## config.mk

```make
export PLATFORM = sky130hd
export DESIGN_NAME = key_filter_multi_flat
export DESIGN_NICKNAME = d
export VERILOG_FILES = /design/src/rtl/key_filter_multi_if.sv /design/src/rtl/key_filter_multi.sv /design/src/flat_wrapper.sv
export SDC_FILE = /design/constraint.sdc
export NUM_CORES = 1
export LEC_CHECK = 0
export ABC_AREA = 1
export CAP_MARGIN = 10
export CORE_ASPECT_RATIO = 0.75
export CORE_UTILIZATION = 57
export CTS_CLUSTER_SIZE = 40
export DETAILED_ROUTE_END_ITERATION = 7
export PLACE_DENSITY = 0.73
export SETUP_SLACK_MARGIN = 0.5
export SLEW_MARGIN = 20
export SYNTH_ARGS = -nofsm -noshare
export SYNTH_HDL_FRONTEND = slang
export SYNTH_SLANG_ARGS = --single-unit
```

## constraint.sdc

```tcl
create_clock -name sys_clk -period 4.2 [get_ports sys_clk]
set_input_delay 0.42 -clock sys_clk [delete_from_list [all_inputs] [get_ports sys_clk]]
set_output_delay 0.42 -clock sys_clk [all_outputs]
set_load 0.02 [all_outputs]
```

## src/rtl/key_filter_multi_if.sv

```systemverilog
// Key filter bus: raw pins in, debounced level and event pulses out.
// slave is the filter side, master is the board/consumer side.
interface key_filter_multi_if #(
   parameter int unsigned KEY_NUM = 4
) ();

   logic [KEY_NUM-1:0] key_in;
   logic [KEY_NUM-1:0] key_state;
   logic [KEY_NUM-1:0] key_press;
   logic [KEY_NUM-1:0] key_release;
   logic [KEY_NUM-1:0] key_long;

   modport master (
      output key_in,
      input  key_state,
      input  key_press,
      input  key_release,
      input  key_long
   );

   modport slave (
      input  key_in,
      output key_state,
      output key_press,
      output key_release,
      output key_long
   );

endinterface

```

## src/rtl/key_filter_multi.sv

```systemverilog
// Multi-channel key debouncer: per channel a 2-flop synchroniser, a both-edge
// debounce counter, and a hold counter that yields one long-press pulse per press.
module key_filter_multi #(
   parameter int unsigned KEY_NUM    = 4,
   parameter int unsigned CNT_W      = 20,
   parameter int unsigned CNT_MAX    = 999_999,
   parameter int unsigned LONG_W     = 26,
   parameter int unsigned LONG_MAX   = 49_999_999,
   parameter bit          ACTIVE_LOW = 1'b1
) (
   input  logic                    sys_clk,
   input  logic                    sys_rst_n,
   key_filter_multi_if.slave       key_bus
);

   localparam logic [CNT_W-1:0]  CntMax    = CNT_W'(CNT_MAX);
   localparam logic [LONG_W-1:0] LongMax   = LONG_W'(LONG_MAX);
   localparam logic [LONG_W-1:0] LongMaxM1 = LONG_W'(LONG_MAX - 1);

   logic [KEY_NUM-1:0] state_v;
   logic [KEY_NUM-1:0] press_v;
   logic [KEY_NUM-1:0] release_v;
   logic [KEY_NUM-1:0] long_v;

   for (genvar i = 0; i < KEY_NUM; i++) begin : g_chan
      logic              sync1_q, sync2_q;
      logic              act;
      logic              state_q, state_d;
      logic              press_q, press_d;
      logic              rel_q, rel_d;
      logic              long_q, long_d;
      logic [CNT_W-1:0]  cnt_q, cnt_d;
      logic [LONG_W-1:0] hcnt_q, hcnt_d;

      // Normalise so that act = 1 means pressed regardless of pin polarity
      assign act = sync2_q ^ ACTIVE_LOW;

      // Debounce and hold-counter next state; pulses default low every cycle
      always_comb begin
         state_d = state_q;
         cnt_d   = cnt_q;
         hcnt_d  = hcnt_q;
         press_d = 1'b0;
         rel_d   = 1'b0;
         long_d  = 1'b0;

         if (act == state_q) begin
            cnt_d = '0;
         end else if (cnt_q == CntMax) begin
            state_d = act;
            cnt_d   = '0;
            press_d = act;
            rel_d   = ~act;
         end else begin
            cnt_d = cnt_q + 1'b1;
         end

         // A release commit on the threshold edge wins over the long pulse
         if (!state_q || rel_d) begin
            hcnt_d = '0;
         end else if (hcnt_q < LongMax) begin
            hcnt_d = hcnt_q + 1'b1;
            long_d = (hcnt_q == LongMaxM1);
         end
      end

      // Channel state; synchronisers reset to the idle pin level
      always_ff @(posedge sys_clk or negedge sys_rst_n) begin
         if (!sys_rst_n) begin
            sync1_q <= ACTIVE_LOW;
            sync2_q <= ACTIVE_LOW;
            state_q <= 1'b0;
            press_q <= 1'b0;
            rel_q   <= 1'b0;
            long_q  <= 1'b0;
            cnt_q   <= '0;
            hcnt_q  <= '0;
         end else begin
            sync1_q <= key_bus.key_in[i];
            sync2_q <= sync1_q;
            state_q <= state_d;
            press_q <= press_d;
            rel_q   <= rel_d;
            long_q  <= long_d;
            cnt_q   <= cnt_d;
            hcnt_q  <= hcnt_d;
         end
      end

      assign state_v[i]   = state_q;
      assign press_v[i]   = press_q;
      assign release_v[i] = rel_q;
      assign long_v[i]    = long_q;
   end

   assign key_bus.key_state   = state_v;
   assign key_bus.key_press   = press_v;
   assign key_bus.key_release = release_v;
   assign key_bus.key_long    = long_v;

endmodule

```

## src/flat_wrapper.sv

```systemverilog
// flat-port wrapper written by rule: the top's interface ports become plain ports
module key_filter_multi_flat 
#(
   parameter int unsigned KEY_NUM    = 4,
   parameter int unsigned CNT_W      = 20,
   parameter int unsigned CNT_MAX    = 999_999,
   parameter int unsigned LONG_W     = 26,
   parameter int unsigned LONG_MAX   = 49_999_999,
   parameter bit          ACTIVE_LOW = 1'b1
)
  (sys_clk, sys_rst_n, key_bus_key_in, key_bus_key_state, key_bus_key_press, key_bus_key_release, key_bus_key_long);
  key_filter_multi_if #(.KEY_NUM(KEY_NUM)) key_bus_i ();
  input  logic sys_clk;
  input  logic sys_rst_n;
  input wire logic [$bits(key_bus_i.key_in)-1:0] key_bus_key_in;
  output wire logic [$bits(key_bus_i.key_state)-1:0] key_bus_key_state;
  output wire logic [$bits(key_bus_i.key_press)-1:0] key_bus_key_press;
  output wire logic [$bits(key_bus_i.key_release)-1:0] key_bus_key_release;
  output wire logic [$bits(key_bus_i.key_long)-1:0] key_bus_key_long;
  assign key_bus_i.key_in = key_bus_key_in;
  assign key_bus_key_state = key_bus_i.key_state;
  assign key_bus_key_press = key_bus_i.key_press;
  assign key_bus_key_release = key_bus_i.key_release;
  assign key_bus_key_long = key_bus_i.key_long;
  key_filter_multi #(.KEY_NUM(KEY_NUM), .CNT_W(CNT_W), .CNT_MAX(CNT_MAX), .LONG_W(LONG_W), .LONG_MAX(LONG_MAX), .ACTIVE_LOW(ACTIVE_LOW)) u_core (.sys_clk(sys_clk), .sys_rst_n(sys_rst_n), .key_bus(key_bus_i));
endmodule
```

== After elaboration in Yosys (flattened, before gate mapping) ==
Cells that the tools add are included.

* Output and inout port bits: 16
* Logic and storage cells: 120
* Flip-flop bits (word level): 208
* Bits of input ports: 6

* Equality and inequality tests: 12
* Add/subtract/negate cells: 8
* Muxes and demuxes: 40
* $lt $le $gt $ge: 4
* Reductions and logical operators: 16
* Bitwise gates (word level): 8

{| class="wikitable"
|+ Operators with widths
! cell !! count
|-
| 2-to-1 mux 26 bit || 8
|-
| 2-to-1 mux 20 bit || 8
|-
| adder 26 x 1 -> 26 bit (second input constant) || 4
|-
| equality test 26 bit (second input constant) || 4
|-
| < comparator 26 bit (second input constant) || 4
|-
| adder 20 x 1 -> 20 bit (second input constant) || 4
|-
| equality test 20 bit (second input constant) || 4
|-
| 2-to-1 mux 1 bit || 24
|-
| NOT 1 bit || 8
|-
| AND reduction 2 bit || 4
|-
| nonzero test 2 bit || 4
|-
| equality test 1 bit || 4
|-
| zero test 1 bit || 4
|-
| logical OR 1 bit || 4
|}

== Longest topological paths before layout ==
Gate-level depths: netlist of run 1.

* Word-level depth: 5
* Gate-level depth with buffers: 11
* Depth with buffers taken out: 10

== Worst setup path after synthesis of run 1 ==
Ideal clock, no wire load.

* Kind: reg-to-reg
* From: reg u_core.g_chan[1].hcnt_q[0]
* To: reg u_core.g_chan[1].hcnt_q[10]
* Setup slack: 2,532 ps
* Data required time: 4,082 ps
* Arrival: 1,551 ps
* Period minus slack after synthesis: 1,668 ps
* Stages on the path, launching flop included: 12
* Cell sequence: dfrtp_1 > ha_1 > nand3_2 > inv_1 > nand2_1 > nand2_1 > nand3_1 > inv_1 > nor2_4 > buf_6 > nand3b_1 > nand2_1

* Longest elaborated chain between the ends: 3
* Elaborated cells on any way between the ends: 5

{| class="wikitable"
|+ RTL lines
! what !! line !! source
|-
| from (decl) || key_filter_multi.sv:33 || <nowiki>logic [LONG_W-1:0] hcnt_q, hcnt_d;</nowiki>
|-
| from (signal assigned) || key_filter_multi.sv:86 || <nowiki>hcnt_q <= hcnt_d;</nowiki>
|-
| adder 26 x 1 -> 26 bit || key_filter_multi.sv:62 || <nowiki>hcnt_d = hcnt_q + 1'b1;</nowiki>
|-
| 2-to-1 mux 26 bit || key_filter_multi.sv:61 || <nowiki>end else if (hcnt_q < LongMax) begin</nowiki>
|-
| 2-to-1 mux 26 bit || key_filter_multi.sv:59 || <nowiki>if (!state_q || rel_d) begin</nowiki>
|}

Parallel ways exist; a longest one is shown, timed or not. The select of a mux whose other input is x is not followed.
A chain may end at the register's enable or synchronous reset.

== Worst setup path after layout of run 1 ==
* From: reg u_core.g_chan[3].hcnt_q[0]
* To: reg u_core.g_chan[3].hcnt_q[3]

* Longest elaborated chain between the ends: 3
* Elaborated cells on any way between the ends: 5

{| class="wikitable"
|+ RTL lines
! what !! line
|-
| from (decl) || key_filter_multi.sv:33
|-
| from (signal assigned) || key_filter_multi.sv:86
|-
| adder 26 x 1 -> 26 bit || key_filter_multi.sv:62
|-
| 2-to-1 mux 26 bit || key_filter_multi.sv:61
|-
| 2-to-1 mux 26 bit || key_filter_multi.sv:59
|}

Parallel ways exist; a longest one is shown, timed or not. The select of a mux whose other input is x is not followed.

==> flow_summary.yaml, run 1 <==
worst_setup_path:
  arrival_ns: 2.56
  max_stage_delay_ns: 0.46
  cp_max_fo: 26
  start_kind: "flip-flop"
  path_cells: "ha_1, nand3_4, nor2_4, nand2_1, nand2_1, nand2_1, nand3_2, nand3_1, nand2_1"
  required_ns: 4.59
  worst-path-buf-inv: 0
  cpMostUsedCell: "nand2_1"
  critical-path-slowest-cell: "nand3_2"
  path_delay_family: "simple AND/OR/NAND/NOR gates"
  setup.worst_path.end_class: "flip-flop"
  crit_type: "reg2reg"
synthesis:
  synthCells: 1867
  ys_top_cells_by_count: "nand2_1, nor2_1, nand3_1"
  synth.top_cell.area_share_pct: 38.2
  ys.flop_type: "dfrtp_1"
  synth_area_sq_mm: 0.0131
  yosys.cell_types.count: 38
  yosysMostFrequentCell: "nand2_1"
  syn-num-nets: 1885
  syn_area_per_cell_sq_um: 7.01
  ys_async_sr_fraction_pct: 100
  synth.largest_area_cell: "dfrtp_1"
  yosysSeqAreaShare_pct: 39.8
  synth_area_leaders: "dfrtp_1, nand2_1, nand3_1"
  ys_ff_latch: 208
  yosysWarnings: 0
  synth_edf_count: 0
floorplanning:
  die_h_um: 133
  design.core.area_sq_mm: 0.0223
  io_pins: 22
  dieArea_sq_mm: 0.0236
  std_cell_rows: 47
  die_width_um: 177
  start_util_pct: 58.8
timing:
  relSlewSlack_pct: 38.2
  fin_crit_sh_pct: 51.7
  finalHoldViolCount: 23
  setup_tns_ns: 0
  tightest_slew_ns: 0.927
  post-route-min-period_ns: 2.17
  rsz0062_at_grt: "no"
  clock_skew_ns: 0.0237
  slew_viol_final: 0
  max_freq_ghz: 0.460
  holdWs_ns: -0.0415
  setup_viol_count_final: 0
detailed_routing:
  wirelength_um: 29500
  ant_nets: 0
  drc: 0
  wire_per_inst_um: 13.6
  viasPerCell: 5.37
  vias: 11670
  first_pass_iters: 6
  drtIter0Drc: 1018
layout:
  drive_above_1_share_pct: 4.84
  diodes: 0
  utilization_pct: 63.3
  area_delta_synth_final_pct: 7.81
  register_area_sq_mm: 0.00522
  fillers: 1996
  final_cells: 2173
  layout.nets: 1881
  multi_input_area_sq_mm: 0.00676
  fin_area_sq_mm: 0.0141
place:
  place_congestion: 0.942
  numPortBuffers: 21
  dp_cells: 2133
  place_area_sq_mm: 0.0133
  dp_hpwl_um: 20400
cts:
  cts_root_buf: "clkbuf_16"
  clockBufferDepth: 3
  post_cts_buffers: 0
  cts.sinks: 208
  insertion_delay_ns: 0.52
  cts_buffers: 22
  cts_resized: 0
  cts.reportedPaths.clkPinSlew_ns: 0.07
  h-tree-depth: 1
  cts_tree: "yes"
  ctsHoldBuffers: 0
outcome:
  violations: "negative hold slack"
  status: "complete, but fails checks"
job:
  cap_viol_max_count: 0
global_route:
  grt_pass1_wl_um: 51100
  grt_start_max_net_pins: 121
  antenna_found_initial: 0
  grt_usage_pct: 25.8
  grt-ovfl-total: 0
  grt_pass1_vias: 10862
min_path:
  hold_path.class: "in2async"
power:
  power.density_mw_per_mm2: 303
  p_leak_nw: 6.71
  ir_drop_mv: 0.304
## where the power goes
group,internal (mW),leakage (nW),switching (mW)
Clock,1.33,0.401,0.837
Sequential,2.02,2.87,0.00980
Combinational,0.0194,3.44,0.0636
Total,3.37,6.71,0.910
## logic make-up (layout without fill, tap and decap cells)
group | Yosys count | in the layout | share of synthesized area (%)
flops | 208 | 208 | 39.8
xor+xnor | 84 | 84 | 5.62
buf+inv | 245 | 257 | 8.58
compound gates | 45 | 45 | 2.08
mux | 2 | 2 | 0.153
simple gates | 1271 | 1271 | 42.6
fa+ha+maj | 12 | 12 | 1.15
## final timing paths
kind	start	end	slack, ns	cells after the start
max	u_core.g_chan[3].hcnt_q[0]	u_core.g_chan[3].hcnt_q[3]	2.03	9
min	sys_rst_n	u_core.g_chan[0].hcnt_q[24]	-0.04	1
max reg2reg	u_core.g_chan[3].hcnt_q[0]	u_core.g_chan[3].hcnt_q[3]	2.03	9
min reg2reg	u_core.g_chan[1].sync1_q	u_core.g_chan[1].sync2_q	0.36	0
max in group asynchronous	sys_rst_n	u_core.g_chan[3].sync2_q	3.20	2
min in group sys_clk	key_bus_key_in[0]	u_core.g_chan[0].sync1_q	0.30	1
## sequential cells by signal, indices dropped and copies added (netlist names)
signal	flops
u_core.g_chan.press_q	4
u_core.g_chan.state_q	4
u_core.g_chan.rel_q	4
u_core.g_chan.long_q	4
u_core.g_chan.hcnt_q	104
u_core.g_chan.sync1_q	4
u_core.g_chan.cnt_q	80
u_core.g_chan.sync2_q	4
## placed cells by master, fill, tap and decap left out, types with 8 or more instances in the layout
cell type          n
nand3_1          271
nor2_1           317
xnor2_1           15
nand4_1           29
clkbuf_16         22
xor2_1            69
inv_1            185
a21oi_1           16
nor2_4             9
o21ai_0            8
nand2_1          535
clkdlybuf4s50_1   20
nor3_1            44
ha_1              12
dfrtp_1          200
o21bai_1           9
dfstp_2            8
nor2_2             8
nand3b_1          34
## worst register-to-register path, cell delays in order (launching register included)
cell and delay [ns]:
dfrtp_1 0.45, ha_1 0.33, nand3_4 0.15, nor2_4 0.06, nand2_1 0.06, nand2_1 0.07
nand2_1 0.09, nand3_2 0.47, nand3_1 0.29, nand2_1 0.08
## layer usage
metal	vias up	routed length [um]	GRT usage, %
met2	253	12800	39.7
met4	0	485	5.60
met1	5473	15000	38.6
met3	36	1280	3.37
li1	5908	-	-
met5	-	0	0
## layout make-up
class	instances	area share [%]
multi-input cells	1414	47.9
flip-flops and latches	208	36.9
inverters	191	5.08
clock buffers	27	4.25
well taps	294	2.61
repair buffers	26	1.79
clock inverters	13	1.48
## through the flow
| stage | power, mW | setup WS [ns] |
|---|---|---|
| 5_1_grt | 4.42 | 1.85 |
| 6_report | 4.28 | 2.03 |
| 2_1_floorplan | 2.09 | 2.53 |
| 3_5_place_dp | 2.15 | 2.04 |
| 3_3_place_gp | 2.15 | 2.11 |
| 4_1_cts | 4.33 | 2.02 |
Power figures use the tool's default switching activity.
==> inputs of run 2 (changes only) <==
- PLACE_DENSITY: 0.73 -> 0.76
- clock period: 4.2 -> 1.9 ns (I/O delays scaled with it)
==> flow_summary.yaml, run 2 (synthesized netlist as in run 1, its figures left out) <==
worst_setup_path:
  r2r-start: "u_core.g_chan[1].hcnt_q[0]"
  r2r_end: "u_core.g_chan[1].hcnt_q[5]"
  reg2reg_depth: 6
  worst-path-buf-inv: 1
  critical-path-slowest-cell: "xor2_1"
  path_cells: "buf_4, nand3_1, nor2_1, xor2_1, nand3_4, nand2_2"
  r2r_slack_ns: -0.65
  required_ns: 2.38
  crit_type: "reg2reg"
  max_stage_delay_ns: 0.88
  path_delay_family: "simple AND/OR/NAND/NOR gates"
  arrival_ns: 3.03
  cp_max_fo: 7
  setup.worst_path.end_class: "flip-flop"
  start_kind: "flip-flop"
layout:
  fin_area_sq_mm: 0.0194
  top_register: "u_core.g_chan.hcnt_q"
  layout.nets: 2189
  final_common_cell: "nand2_1"
  diodes: 0
  top_regs: "u_core.g_chan.hcnt_q x104, u_core.g_chan.cnt_q x80"
  mostFrequentLayoutCells: "nand2_1, nor2_1, buf_4"
  area_delta_synth_final_pct: 48.5
  largest_reg_flops: 104
  drive_above_1_share_pct: 37.3
  final_cells: 2482
cts:
  cts_tree: "yes"
  cts.sinks: 208
  cts_root_buf: "clkbuf_16"
  cts.reportedPaths.clkPinSlew_ns: 0.07
  h-tree-depth: 1
  cts_buffers: 23
  clockBufferDepth: 3
  insertion_delay_ns: 0.55
min_path:
  min_path_cells: 1
  hold_path.class: "in2reg"
  min_from: "key_bus_key_in[3]"
  hold_end: "u_core.g_chan[3].sync1_q"
power:
  p_leak_nw: 9.06
  power.density_mw_per_mm2: 491
  ir_drop_mv: 0.812
timing:
  tightest_slew_ns: 1.07
  setup_tns_ns: -6.04
  post-route-min-period_ns: 2.55
  clock_skew_ns: 0.0177
  finalHoldViolCount: 0
  setup_viol_count_final: 28
  setup_ws_ns: -0.649
  max_freq_ghz: 0.392
  fin_crit_sh_pct: 134
  rsz0062_at_grt: "yes"
  relSlewSlack_pct: 28.3
  slew_viol_final: 0
global_route:
  grt_usage_pct: 36.7
  grt_pass1_vias: 13769
  grt_start_max_net_pins: 60
  grt-ovfl-total: 0
  grt_pass1_wl_um: 69500
  antenna_found_initial: 1
floorplanning:
  dieArea_sq_mm: 0.0236
  die_h_um: 133
  design.core.area_sq_mm: 0.0223
  std_cell_rows: 47
  io_pins: 22
  start_util_pct: 58.8
  die_width_um: 177
detailed_routing:
  wire_per_inst_um: 23.5
  top_layer_used: "met4"
  first_pass_iters: 8
  wl_met3_um: 8450
  wirelength_um: 58400
  viasPerCell: 6.67
  wl_met1_um: 19500
  ant_nets: 0
  drc: 2
  vias: 16551
  wl_met2_um: 25100
  drtIter0Drc: 3098
outcome:
  status: "complete, but fails checks"
  violations: "design-rule violations, negative setup slack"
job:
  cap_viol_max_count: 0
place:
  dp_hpwl_um: 22500
  place_congestion: 0.927
  dp_cells: 2216
  numPortBuffers: 21
  place_area_sq_mm: 0.0146
## run 2: cell count changes in the layout (fill, tap and decap cells not counted), sizes merged
cell           previous run  this run
clkdlybuf4s50            20         4
nor2                    334       338
clkbuf                   27        40
dlygate4sd3               0         1
nand3                   280       289
clkinv                    7         8
clkdlybuf4s15             0         1
bufinv                    5         2
dlymetal6s2s              0         9
clkinvlp                  0         2
buf                       6       294
## run 2: area by class of cell
cell class	count	area [sq um]
fillers	928	2850
repair buffers	320	3390
flip-flops and latches	208	5260
clock buffers	29	648
multi-input cells	1427	8880
well taps	294	368
inverters	191	762
clock inverters	13	131
## run 2: timing repair
action                     CTS  global route
setup endpoints to repair  175           200
hold buffers                 1             0
gates cloned                32             7
buffers inserted           118            66
resized for setup          199           346
hold endpoints to repair   100             0
pin swaps                   65           103
## run 2: power by group
| group | leakage (nW) | total (mW) | switching [mW] | internal, mW |
|---|---|---|---|---|
| Sequential | 2.81 | 4.51 | 0.0427 | 4.46 |
| Combinational | 5.86 | 0.313 | 0.200 | 0.113 |
| Clock | 0.386 | 4.73 | 2.03 | 2.70 |
| Total | 9.06 | 9.55 | 2.27 | 7.28 |
## run 2: worst max-delay path by stage
stage / start / to / slack, ns / cells past startpoint
detailed placement: u_core.g_chan[2].hcnt_q[1] / u_core.g_chan[2].hcnt_q[14] / -0.06 / 10
global placement: u_core.g_chan[2].hcnt_q[1] / u_core.g_chan[2].hcnt_q[16] / 0.004 / 10
finish: u_core.g_chan[1].hcnt_q[0] / u_core.g_chan[1].hcnt_q[5] / -0.65 / 6
global route: u_core.g_chan[1].hcnt_q[0] / u_core.g_chan[1].hcnt_q[5] / -0.58 / 6
floorplan: u_core.g_chan[0].hcnt_q[0] / u_core.g_chan[0].hcnt_q[22] / 0.36 / 11
CTS: u_core.g_chan[3].long_q / key_bus_key_long[3] / 0.26 / 1
## run 2: stage by stage
stage          utilization, %  setup slack [ns]  hold WS (ns)  power (mW)
6_report                 87.2            -0.649        0.0601        9.55
5_1_grt                  87.2            -0.584        0.0755        9.74
4_1_cts                  79.1             0.256        0.0631        9.38
3_5_place_dp             65.3           -0.0648         0.164        4.80
3_3_place_gp             65.3           0.00436         0.162        4.79
2_1_floorplan               -             0.361        -0.106        4.64
## run 2: per-layer routing
metal / vias up / global-route usage (%)
li1: 6575 / -
met1: 7607 / 49.2
met2: 1710 / 57.5
met3: 659 / 7.93
met4: 0 / 15.6
met5: - / 0
==> edit 1: new RTL, config.mk and constraints of run 2 <==
Compare `cnt_q` against `CntMax` with >= in place of ==.
--- a/src/rtl/key_filter_multi.sv
+++ b/src/rtl/key_filter_multi.sv
@@ -48,3 +48,3 @@
             cnt_d = '0;
-         end else if (cnt_q == CntMax) begin
+         end else if (cnt_q >= CntMax) begin
             state_d = act;
Behaviour: no difference found for any inputs over 10 cycles, from zero or initial values and one cycle with sys_rst_n low; that may be too few to reach the edited logic, so the function may still have changed.
==> edit 1 against run 2 <==
The flow finishes with violations (DRC); synthesized cell count up 1.1%; design area down 3.0%; worst setup slack better by 0.75 ns; wire length down 21%; highest routed layer unchanged; largest power group is now sequential cells; synthesized area up 3.4%; critical path depth up 3; non-clock buffer count down 37; sequential cell count unchanged; largest cell class unchanged; power down 5.0%.
==> edit 1: results (changes against run 2) <==
STATUS='finished with violations'  # unchanged
VIOLATIONS='DRC'  # was DRC, setup timing
WORST_PATH_MAX_DELAY_CELL='dfrtp_1'  # was xor2_1
CLK_ROOT_BUFFER_CELL='clkbuf_16'  # unchanged
WL_UM=46100  # was 58400 µm
SYNTH-ASYNC-RESET-RATIO_PCT=100  # unchanged
GRT_ANTENNA_BEFORE_REPAIR=0  # was 1
CRITPATHMAXSTAGEDELAY_NS=0.43  # was 0.88 ns
WORST_SLEW_PIN_SLEW_NS=0.733  # was 1.07 ns
PLACED_AREA_UM2=14500  # was 14600 µm²
LAST_WEIGHTED_CONGESTION_VALUE_OF_THE_ROUTABILITY_DRIVEN_PLACER=0.963  # was 0.927
FINISH.NET_COUNT=2161  # was 2189
FILLERINSTANCES=1299  # was 928
CLK_LATENCY_NS=0.52  # was 0.55 ns
GRTUSAGETOTAL_PCT=31.7  # was 36.7%
SYNTH_FP_NETS=1906  # was 1885
HOLD_WS_NS=0.0681  # was 0.0601 ns
RANKING_OF_SYNTHESIZED_CELLS_BY_AREA='dfrtp_1 (37%), nand2_1 (13%), nor2_1 (8.8%)'  # was dfrtp_1 (38%), nand2_1 (15%), nand3_1 (10%)
INITIALDRTVIOLATIONCOUNT=2070  # was 3098
HOLD_PATH_CLASS='in2reg'  # unchanged
POST_SYNTH.CELL_AREA_AVG_UM2=7.17  # was 7.01 µm²
ROUTE.ANTENNA.REMAINING_NETS=0  # unchanged
VIASPERCELL=6.05  # was 6.67
CTS_BUFS_INSERTED=22  # was 23
LARGEST_NET_DEGREE_AT_THE_START_OF_GLOBAL_ROUTING=56  # was 60
SYNTH_COMMON_CELLS='nand2_1 (485), nor2_1 (319), inv_1 (213), dfrtp_1 (200), nand4_1 (173)'  # was nand2_1 (535), nor2_1 (317), nand3_1 (271), dfrtp_1 (200), inv_1 (185)
TIMING.REG2REG.SETUP_SLACK_NS=0.1  # was -0.65 ns
SKEW_NS=0.0173  # was 0.0177 ns
GRT_FIRST_PASS_WIRELENGTH_UM=63600  # was 69500 µm
CLKSLEWWORSTSETUPHOLDPATHS_NS=0.06
POST_DETAILED_ROUTE_DRC_MARKER_COUNT=3  # was 2
FIN_CELLS=2457  # was 2482
SEQ_AREA_FRAC_SYNTH_PCT=38.5  # was 39.8%
SYNTH.DISTINCT_CELLS=45  # was 38
TIMING.CRITICAL_PATH.ARRIVAL_NS=2.21  # was 3.03 ns
WORST_IR_DROP_VDD_mV=0.583  # was 0.812 mV
WORST-PATH-MAX-FANOUT=3  # was 7
DP_HPWL_UM=23100  # was 22500 µm
FRACTION_OF_LAYOUT_INSTANCES_USING_A_DRIVE_STRENGTH_ABOVE_1_PCT=34.6  # was 37.3%
FIRST_GLOBAL_VIAS=12900  # was 13800
TOTAL_LEAKAGE_POWER_uW=0.00886  # was 0.00906 µW
DETAILED_ROUTER_ITERATION_COUNT_BEFORE_ANTENNA_REPAIR=8  # unchanged
[edit 1: logic make-up after synthesis]
logic type / Yosys count / share of synthesized area, %
AO/OA/AOI/OAI: 48 / 2.07
XOR/XNOR: 95 / 6.15
adder cells (fa/ha/maj): 12 / 1.11
buffers and inverters: 300 / 10.3
flip-flops: 208 / 38.5
AND/OR/NAND/NOR: 1225 / 41.9
[edit 1: repair_timing]
action / in CTS / in global routing
pin swaps: 41 / 159
resized for setup: 168 / 352
gates cloned: 26 / 16
hold buffers: 1 / 0
setup endpoints to repair: 211 / 211
endpoints found under the hold margin: 73 / 0
buffers inserted: 93 / 64
[edit 1: final timing paths]
check,start,to,cells past startpoint
worst min register to register,u_core.g_chan[3].sync1_q$_DFF_PN1_,u_core.g_chan[3].sync2_q$_DFF_PN1_,0
worst max-delay path,u_core.g_chan[2].cnt_q[0]$_DFF_PN0_,u_core.g_chan[2].cnt_q[14]$_DFF_PN0_,9
worst max register to register,u_core.g_chan[2].cnt_q[0]$_DFF_PN0_,u_core.g_chan[2].cnt_q[14]$_DFF_PN0_,9
worst min-delay path,key_bus_key_in[2],u_core.g_chan[2].sync1_q$_DFF_PN1_,1
min in group asynchronous,sys_rst_n,u_core.g_chan[3].cnt_q[11]$_DFF_PN0_,2
max in group asynchronous,sys_rst_n,u_core.g_chan[2].cnt_q[3]$_DFF_PN0_,3
[edit 1: stage by stage]
stage / setup WS (ns) / total power, µW
final: 0.0986 / 9070
after global routing: 0.0418 / 9290
after CTS: 0.250 / 9010
after detailed placement: -0.199 / 4810
after global placement: -0.186 / 4800
after floorplan: 0.338 / 4660
[edit 1: power by group]
group	total (µW)	switching, µW	internal [µW]
Clock	4220	1860	2360
Combinational	328	204	124
Sequential	4520	51.3	4470
[edit 1: metal layers]
metal | share of wire (%) | wire length [µm] | up-vias | track usage (%)
met5 | 0 | 0 | - | 0
met4 | 3.7 | 1710 | 0 | 7.95
met3 | 10 | 4690 | 199 | 6.40
met2 | 46 | 21200 | 932 | 49.7
met1 | 40 | 18500 | 7097 | 45.0
li1 | - | - | 6641 | -
[edit 1: cell type report]
cell class                 instances  area (µm²)  share of cell area (%)
clock buffer                      30         642                    3.40
clock inverter                     8        45.0                   0.239
inverter                         223         905                    4.80
multi-input combinational       1399        8710                    46.2
sequential                       208        5280                    28.0
tap                              300         375                    1.99
timing repair buffer             283        2830                    15.0
timing repair inverter             6        77.6                   0.411
[edit 1: critical path, delay by kind of cell (launching register included)]
kind,cells,cell delay (ns)
and+or+nand+nor,3,0.52
DFF,1,0.43
buffers and inverters,4,0.40
xor gates and xnor gates,1,0.18
adders and majority gates,1,0.17
==> edit 2: new RTL, settings of run 2 <==
Made on the original files. `KEY_NUM` is set to 4 in 3 places; all go to 8.
--- a/src/rtl/key_filter_multi_if.sv
+++ b/src/rtl/key_filter_multi_if.sv
@@ -3,3 +3,3 @@
 interface key_filter_multi_if #(
-   parameter int unsigned KEY_NUM = 4
+   parameter int unsigned KEY_NUM = 8
 ) ();
--- a/src/rtl/key_filter_multi.sv
+++ b/src/rtl/key_filter_multi.sv
@@ -3,3 +3,3 @@
 module key_filter_multi #(
-   parameter int unsigned KEY_NUM    = 4,
+   parameter int unsigned KEY_NUM    = 8,
    parameter int unsigned CNT_W      = 20,
--- a/src/flat_wrapper.sv
+++ b/src/flat_wrapper.sv
@@ -3,3 +3,3 @@
 #(
-   parameter int unsigned KEY_NUM    = 4,
+   parameter int unsigned KEY_NUM    = 8,
    parameter int unsigned CNT_W      = 20,
Interface: changed (5 resized); port bits go from 22 to 42. The function was not compared with the original's and may differ.
==> edit 2 against run 2 <==
Synthesized area up 100%; clock skew is 0.011 ns higher; sequential cell count increased by 208; clock power grew 96%; worst setup slack gained 0.71 ns; power is 97% higher; utilization fell by 10 points; wire length is 42% higher; critical endpoint is now u_core.g_chan[2].hcnt_q[23]$_DFFE_PN0P_; design area increased by 82%.
==> edit 2: results (changes against run 2) <==
MIN_FROM='key_bus_key_in[2]'  # was key_bus_key_in[3]
CLK_LATENCY_NS=0.60  # was 0.55 ns
SEQ_AREA_FRAC_SYNTH_PCT=39.2  # was 39.8%
STATUS='finished clean'  # was finished with violations
CRITICAL_PATH.REG2REG.ENDPOINT='u_core.g_chan[2].hcnt_q[23]$_DFFE_PN0P_'  # was u_core.g_chan[1].hcnt_q[5]$_DFFE_PN0P_
GRTUSAGETOTAL_PCT=30.3  # was 36.7%
WL_PER_CELL_UM=16.9  # was 23.5 µm
WL_UM=83000  # was 58400 µm
HOLD_WS_NS=0.0223  # was 0.0601 ns
DETAILED_ROUTER_ITERATION_COUNT_BEFORE_ANTENNA_REPAIR=7  # was 8
LAST_WEIGHTED_CONGESTION_VALUE_OF_THE_ROUTABILITY_DRIVEN_PLACER=0.966  # was 0.927
WORST_MIN_DELAY_PATH_ENDPOINT='u_core.g_chan[2].sync1_q$_DFF_PN1_'  # was u_core.g_chan[3].sync1_q$_DFF_PN1_
INITIALDRTVIOLATIONCOUNT=3270  # was 3098
PLACED_AREA_UM2=29500  # was 14600 µm²
SYNTH_FP_NETS=3848  # was 1885
CTS_BUFS_INSERTED=44  # was 23
TIMING.REG2REG.SETUP_SLACK_NS=0.06  # was -0.65 ns
VIASPERCELL=5.69  # was 6.67
POST_DETAILED_ROUTE_DRC_MARKER_COUNT=0  # was 2
INTERNAL_POWER_uW=14500  # was 7280 µW
RANKING_OF_SYNTHESIZED_CELLS_BY_AREA='dfrtp_1 (38%), nand2_1 (15%), nand3_1 (9.8%)'  # was dfrtp_1 (38%), nand2_1 (15%), nand3_1 (10%)
DP_HPWL_UM=45300  # was 22500 µm
WORST_IR_DROP_VDD_mV=0.726  # was 0.812 mV
POST_SYNTH.CELL_AREA_AVG_UM2=6.98  # was 7.01 µm²
GRT_ANTENNA_BEFORE_REPAIR=0  # was 1
NUMPLACEDINSTANCES=4526  # was 2216
SKEW_NS=0.0284  # was 0.0177 ns
LARGEST_NET_DEGREE_AT_THE_START_OF_GLOBAL_ROUTING=63  # was 60
FIRST_GLOBAL_VIAS=24300  # was 13800
LARGEST_REGISTERS='u_core.g_chan.hcnt_q x208, u_core.g_chan.cnt_q x160'  # was u_core.g_chan.hcnt_q x104, u_core.g_chan.cnt_q x80
SYNTH.DISTINCT_CELLS=43  # was 38
SYNTH_COMMON_CELLS='nand2_1 (1091), nor2_1 (640), nand3_1 (524), dfrtp_1 (400), inv_1 (400)'  # was nand2_1 (535), nor2_1 (317), nand3_1 (271), dfrtp_1 (200), inv_1 (185)
FINISH.NET_COUNT=4264  # was 2189
FILLERINSTANCES=3106  # was 928
CTS_HTREE_LEVELS=2  # was 1
==> edit 2: logic make-up after synthesis <==
family          Yosys count  synth area share [%]
compound gates           84                  1.97
xor+xnor                161                  5.30
fa+ha+maj                24                  1.13
buf+inv                 528                  9.19
flops                   416                  39.2
mux                       3                 0.113
simple gates           2598                  43.1
==> edit 2: repair_timing <==
item | 4_1_cts | 5_1_grt
endpoints found under the setup margin | 364 | 398
pin swaps | 44 | 124
hold buffers | 7 | 0
resized for setup | 148 | 338
hold endpoints to repair | 408 | 0
cloned | 24 | 38
setup buffers | 105 | 114
==> edit 2: layer usage <==
metal / track usage (%) / up-vias / share of wire, % / routed length [µm]
met2: 45.9 / 1491 / 45 / 37200
met4: 10.3 / 0 / 3.7 / 3070
li1: - / 13000 / - / -
met1: 44.2 / 13000 / 42 / 35000
met5: 0 / - / 0 / 0
met3: 4.61 / 321 / 9.3 / 7720
==> edit 2: through the flow <==
stage               setup slack (ns)  power, µW
floorplan                      0.349       9290
global placement             -0.0220       9570
detailed placement           -0.0869       9590
CTS                            0.236      18800
global route                 -0.0465      19300
finish                        0.0613      18800
==> edit 2: cell type report <==
| cell class | count | share of cell area, % |
|---|---|---|
| Sequential cell | 416 | 29.7 |
| Tap cell | 630 | 2.22 |
| Clock buffer | 57 | 3.50 |
| Multi-Input combinational cell | 2885 | 45.7 |
| Clock inverter | 25 | 0.825 |
| Inverter | 416 | 4.58 |
| Timing Repair Buffer | 467 | 13.5 |
==> edit 2: power by group through the flow <==
| stage | Sequential, µW | Clock, µW | Combinational, µW |
|---|---|---|---|
| after floorplan | 9140 | 0 | 149 |
| after global placement | 9140 | 0 | 429 |
| after detailed placement | 9150 | 0 | 439 |
| after CTS | 8980 | 9390 | 475 |
| after global routing | 9000 | 9740 | 599 |
| final | 9000 | 9250 | 530 |
